`src/rtl/uart_pkg.sv`:
```
`default_nettype none
// ============================================================================
// Module      : uart_pkg
// Description : Shared UART types and constants (receiver and transmitter).
// Revision    : 1.0 - initial release
// ============================================================================
package uart_pkg;

    // Receiver FSM states
    typedef enum logic [2:0] {
        IDLE    = 3'd0,
        START   = 3'd1,
        DATA    = 3'd2,
        STOP    = 3'd3,
        WAIT_HI = 3'd4
    } rx_state_t;

    localparam int   DATA_BITS   = 8;
    localparam logic STOP_LEVEL  = 1'b1;
    localparam logic START_LEVEL = 1'b0;

endpackage : uart_pkg
`default_nettype wire

```
`src/rtl/sync_2ff.sv`:
```
`default_nettype none
// ============================================================================
// Module      : sync_2ff
// Description : Two-flop single-bit synchronizer with selectable reset value.
// Revision    : 1.0 - initial release
// ============================================================================
module sync_2ff #(
    parameter logic RESET_VALUE = 1'b1
) (
    input  logic clk,
    input  logic rst,
    input  logic i_d,
    output logic o_q
);

    logic r_meta;
    logic r_sync;

    // Two-stage capture of the asynchronous input
    always_ff @(posedge clk or posedge rst) begin
        if (rst) begin
            r_meta <= RESET_VALUE;
            r_sync <= RESET_VALUE;
        end else begin
            r_meta <= i_d;
            r_sync <= r_meta;
        end
    end

    assign o_q = r_sync;

endmodule : sync_2ff
`default_nettype wire

```
`src/rtl/uart_rx.sv`:
```
`default_nettype none
// ============================================================================
// Module      : uart_rx
// Description : 8N1 UART receiver. Synchronizes rx, mid-bit samples each bit,
//               emits a one-clock data_valid or frame_err strobe per frame.
// Revision    : 1.0 - initial release
// ============================================================================
module uart_rx
    import uart_pkg::*;
#(
    parameter int CLKS_PER_BIT = 11
) (
    input  logic       clk,
    input  logic       rst,
    input  logic       rx,
    output logic [7:0] data_out,
    output logic       data_valid,
    output logic       frame_err,
    output logic       busy
);

    localparam int             HALF_BIT = CLKS_PER_BIT / 2;
    localparam int             CNT_W    = $clog2(CLKS_PER_BIT);
    localparam logic [CNT_W-1:0] c_half_last = CNT_W'(HALF_BIT - 1);
    localparam logic [CNT_W-1:0] c_bit_last  = CNT_W'(CLKS_PER_BIT - 1);
    localparam logic [2:0]       c_idx_last  = 3'(DATA_BITS - 1);

    logic             w_rx_s;
    rx_state_t        r_state,    w_state_n;
    logic [CNT_W-1:0] r_clk_cnt,  w_clk_cnt_n;
    logic [2:0]       r_bit_idx,  w_bit_idx_n;
    logic [7:0]       r_shift,    w_shift_n;
    logic [7:0]       r_data,     w_data_n;
    logic             r_valid,    w_valid_n;
    logic             r_ferr,     w_ferr_n;

    sync_2ff #(
        .RESET_VALUE (1'b1)
    ) u_rx_sync (
        .clk (clk),
        .rst (rst),
        .i_d (rx),
        .o_q (w_rx_s)
    );

    // State, counters, shift register and output strobes
    always_ff @(posedge clk or posedge rst) begin
        if (rst) begin
            r_state   <= IDLE;
            r_clk_cnt <= '0;
            r_bit_idx <= '0;
            r_shift   <= '0;
            r_data    <= '0;
            r_valid   <= 1'b0;
            r_ferr    <= 1'b0;
        end else begin
            r_state   <= w_state_n;
            r_clk_cnt <= w_clk_cnt_n;
            r_bit_idx <= w_bit_idx_n;
            r_shift   <= w_shift_n;
            r_data    <= w_data_n;
            r_valid   <= w_valid_n;
            r_ferr    <= w_ferr_n;
        end
    end

    // Next-state logic; sample points fall on the counter's terminal values
    always_comb begin
        w_state_n   = r_state;
        w_clk_cnt_n = r_clk_cnt;
        w_bit_idx_n = r_bit_idx;
        w_shift_n   = r_shift;
        w_data_n    = r_data;
        w_valid_n   = 1'b0;
        w_ferr_n    = 1'b0;
        case (r_state)
            IDLE: begin
                if (w_rx_s == START_LEVEL) begin
                    w_state_n   = START;
                    w_clk_cnt_n = '0;
                end
            end
            START: begin
                if (r_clk_cnt == c_half_last) begin
                    w_clk_cnt_n = '0;
                    if (w_rx_s == START_LEVEL) begin
                        w_state_n   = DATA;
                        w_bit_idx_n = '0;
                    end else begin
                        // Too short to be a start bit: treat as a glitch
                        w_state_n = IDLE;
                    end
                end else begin
                    w_clk_cnt_n = r_clk_cnt + CNT_W'(1);
                end
            end
            DATA: begin
                if (r_clk_cnt == c_bit_last) begin
                    w_clk_cnt_n = '0;
                    w_shift_n   = {w_rx_s, r_shift[7:1]};
                    if (r_bit_idx == c_idx_last) begin
                        w_state_n = STOP;
                    end else begin
                        w_bit_idx_n = r_bit_idx + 3'd1;
                    end
                end else begin
                    w_clk_cnt_n = r_clk_cnt + CNT_W'(1);
                end
            end
            STOP: begin
                if (r_clk_cnt == c_bit_last) begin
                    w_clk_cnt_n = '0;
                    if (w_rx_s == STOP_LEVEL) begin
                        w_data_n  = r_shift;
                        w_valid_n = 1'b1;
                        w_state_n = IDLE;
                    end else begin
                        // Keep the last good byte; wait out a break before rearming
                        w_ferr_n  = 1'b1;
                        w_state_n = WAIT_HI;
                    end
                end else begin
                    w_clk_cnt_n = r_clk_cnt + CNT_W'(1);
                end
            end
            WAIT_HI: begin
                if (w_rx_s == STOP_LEVEL) begin
                    w_state_n = IDLE;
                end
            end
            default: begin
                w_state_n = IDLE;
            end
        endcase
    end

    assign data_out   = r_data;
    assign data_valid = r_valid;
    assign frame_err  = r_ferr;
    assign busy       = (r_state != IDLE);

endmodule : uart_rx
`default_nettype wire

```
`config.mk`:
```
export PLATFORM = sky130hd
export DESIGN_NAME = uart_rx
export DESIGN_NICKNAME = d
export VERILOG_FILES = /design/src/rtl/uart_pkg.sv /design/src/rtl/sync_2ff.sv /design/src/rtl/uart_rx.sv
export SDC_FILE = /design/constraint.sdc
export NUM_CORES = 1
export LEC_CHECK = 0
export ABC_AREA = 1
export CAP_MARGIN = 20
export CORE_UTILIZATION = 56
export DETAILED_ROUTE_END_ITERATION = 8
export GPL_TIMING_DRIVEN = 1
export PLACE_DENSITY = 0.78
export SLEW_MARGIN = 20
export SYNTH_ARGS = -nofsm -noshare
export SYNTH_HDL_FRONTEND = slang
export SYNTH_SLANG_ARGS = --single-unit
```
`constraint.sdc`:
```
create_clock -name clk -period 2 [get_ports clk]
set_input_delay 0.4 -clock clk [delete_from_list [all_inputs] [get_ports clk]]
set_output_delay 0.4 -clock clk [all_outputs]
set_load 0.01 [all_outputs]
```
==> out/summary.txt <==
run status: completed
Critical Path AT: 1.51 ns
Starting Density: 0.610
RD Place Congestion: 0.854
Routed Wire Length: 2.50 mm
mapped cell area: 1550 um^2
Peak Freq: 523 MHz
Final min period: 1.91 ns
Hold Crit Depth: 0
CTS Buffer Depth: 2
Overall Power: 1.83 mW
RSZ-0062 raised after global routing: no
Clk pin slew, worst setup/hold paths: 0.10 ns
critical-path cell list: nor2_2 > nand2_1 > clkdlybuf4s50_1
Cells after Synth: 160
Antenna Violating Nets Remaining: 0
worst-skew pair later-pin latency: 0.33 ns
number of flops mapped to enable cells by yosys: 0
antenna violations before repair: 0
Worst setup SP type: flop
Num CTS Buffers: 5
kind of critical path: reg2out
Vias/cell: 5.22
largest net degree at the start of global routing: 31
Hold EP: u_rx_sync.o_q
share of post-route cells with drive strength above 1: 0.274
diode count: 0
HP Class: reg2reg
Lkg Pwr: 0.834 nW
maxcap violations: 0
Synth Flop Type: dfrtp_1
period utilization: 0.955
worst clock skew: 0.0123 ns
WP data required: 1.60 ns
CP Capture Type: primary output
slack of the worst reg-to-reg path: 0.40 ns
peak supply drop: 0.000848 V
max_slew headroom: 0.785
Initial DRC Count: 19
Synth Area per Inst: 9.70 um^2
first-pass GRT wire length: 4.23 mm
core area: 2540 um^2
routed length per placed instance: 12.0 um
CTS sink cnt: 30
P&R area growth vs syn: 13.7%
setup tns final: 0 ns
Total GRT Usage: 0.210
Seq/Total Area, Yosys: 0.485
Synthesized Nets: 168
PwrDens: 1040 nW/um^2
Rows: 18
Final nets: 186
Synthesis Warnings: 0
clock root cell: clkbuf_4
worst hold start: u_rx_sync.r_meta
reg2reg start: r_clk_cnt[0]
setup violators final: 0
Synth Register Bits: 30
die area: 2990 um^2
CTS tree: built
Worst Tran Pin Value: 0.321 ns
First-pass DRT Iterations: 4
Post-DP HPWL: 1.87 mm
H-Tree Depth: 2
Worst Reg-to-Reg Cells: 9
vias: 1090
Slowest Stage Delay on Critical Path: 0.48 ns
Die Y: 54.7 um
crit path max fanout: 4
Hold Fails Final Rpt: 0
RR Endpoint: r_bit_idx[0]
Layout Cells excl Fill: 209
Placed Cells: 201
vias in the first global route: 1000
drt drc: 0
port bufs: 13
Final Max Slew Viols: 0
IO Pins: 14
Overflow after GRT: 0
Yosys cell types: 27
Worst path slowest cell: dfrtp_2
asr flop ratio synth: 1.00
die width: 54.7 um
==> through the flow <==
| step | cell area, um^2 | utilization | setup WS (ns) | hold slack [ns] |
|---|---|---|---|---|
| floorplan | 1550 | - | 0.589 | 0.345 |
| global placement | 1710 | 0.672 | 0.404 | 0.346 |
| detailed placement | 1710 | 0.672 | 0.377 | 0.353 |
| CTS | 1760 | 0.692 | 0.00197 | 0.378 |
| global route | 1770 | 0.694 | 0.0260 | 0.385 |
| finish | 1770 | 0.694 | 0.0890 | 0.378 |
==> kinds of logic after synthesis <==
logic type	count (synthesis)	synth area share
and+or+nand+nor	78	0.290
DFF	30	0.485
buffers and inverters	24	0.0709
AOI/OAI and AO/OA	22	0.108
adders and majority gates	5	0.0403
xor gates and xnor gates	1	0.00564
==> worst max-delay path, delay by kind of cell (launching register included) <==
kind / cells / cell delay (ns)
flip-flops: 1 / 0.48
AND/OR/NAND/NOR: 2 / 0.23
buffers and inverters: 1 / 0.47
==> worst max path at each step <==
stage	start	to	slack, ns	depth (start not counted)
final	r_state[0]	busy	0.09	3
after global routing	r_state[1]	busy	0.03	3
after CTS	r_state[0]	busy	0.002	3
after detailed placement	r_state[2]	busy	0.38	3
after global placement	r_state[2]	busy	0.40	3
after floorplan	r_clk_cnt[0]	data_out[5]	0.59	8
==> cells in the final DEF (no fill, tap or decap) <==
cell type / netlist / routed
nor4_1: 1 / 1
o21ai_1: 1 / 1
nand3_4: 2 / 2
nand3_1: 12 / 12
nor3_1: 1 / 1
buf_12: 0 / 1
a21oi_1: 2 / 2
dfrtp_1: 28 / 26
dfrtp_2: 0 / 2
inv_2: 3 / 3
xor2_1: 1 / 1
clkbuf_1: 0 / 1
clkdlybuf4s50_1: 0 / 13
inv_1: 16 / 16
dfstp_2: 2 / 2
nand2_1: 36 / 36
nor2_2: 0 / 1
nor2_4: 6 / 6
nand2_2: 8 / 8
nor2_1: 4 / 3
clkinv_2: 0 / 2
ha_1: 5 / 5
clkbuf_4: 0 / 5
o21ai_0: 3 / 3
nand3b_1: 2 / 2
o21ai_2: 14 / 14
clkinv_1: 2 / 2
nor2_8: 1 / 1
o211ai_1: 2 / 2
nand2_4: 2 / 2
nand4_1: 3 / 3
==> power by group <==
part           leakage, nW  internal [mW]  switching, mW
combinational        0.400          0.255          0.430
clock               0.0320          0.134          0.205
sequential           0.402          0.689          0.121
total                0.834           1.08          0.756
==> registers in the layout, summed over array words and instances (netlist names) <==
register and flops:
frame_err 1, r_state 3, u_rx_sync.o_q 1, data_out 8, u_rx_sync.r_meta 1, data_valid 1, r_shift 8, r_bit_idx 3
r_clk_cnt 4
==> cell type report <==
class / count / area, um^2
Clock buffer: 6 / 41.3
Fill cell: 198 / 779
Multi-Input combinational cell: 106 / 692
Sequential cell: 30 / 756
Timing Repair Buffer: 14 / 150
Inverter: 21 / 78.8
Clock inverter: 2 / 10.0
Tap cell: 30 / 37.5
==> timing repair <==
| item | in CTS | in global routing |
|---|---|---|
| resized for setup | 1 | 2 |
| pin swaps | 0 | 0 |
| endpoints found under the setup margin | 1 | 1 |
| hold buffers | 0 | 0 |
| setup buffers | 0 | 0 |
==> synthesized netlist by cell type (3+ instances only) <==
library cell	number	area, um^2
nand2_1	36	135
nand4_1	3	18.8
dfrtp_1	28	701
nand3_1	12	60.1
o21ai_0	3	15.0
nor2_1	4	15.0
inv_1	16	60.1
inv_2	3	11.3
nor2_4	6	67.6
nand2_2	8	50.1
o21ai_2	14	123
ha_1	5	62.6
==> routing by layer <==
metal,up-vias,track usage,routed length (um)
met4,0,0.115,54
li1,555,-,-
met5,-,0,0
met2,20,0.327,1230
met3,8,0.0667,90
met1,507,0.254,1130
Power figures use the tool's default switching activity.
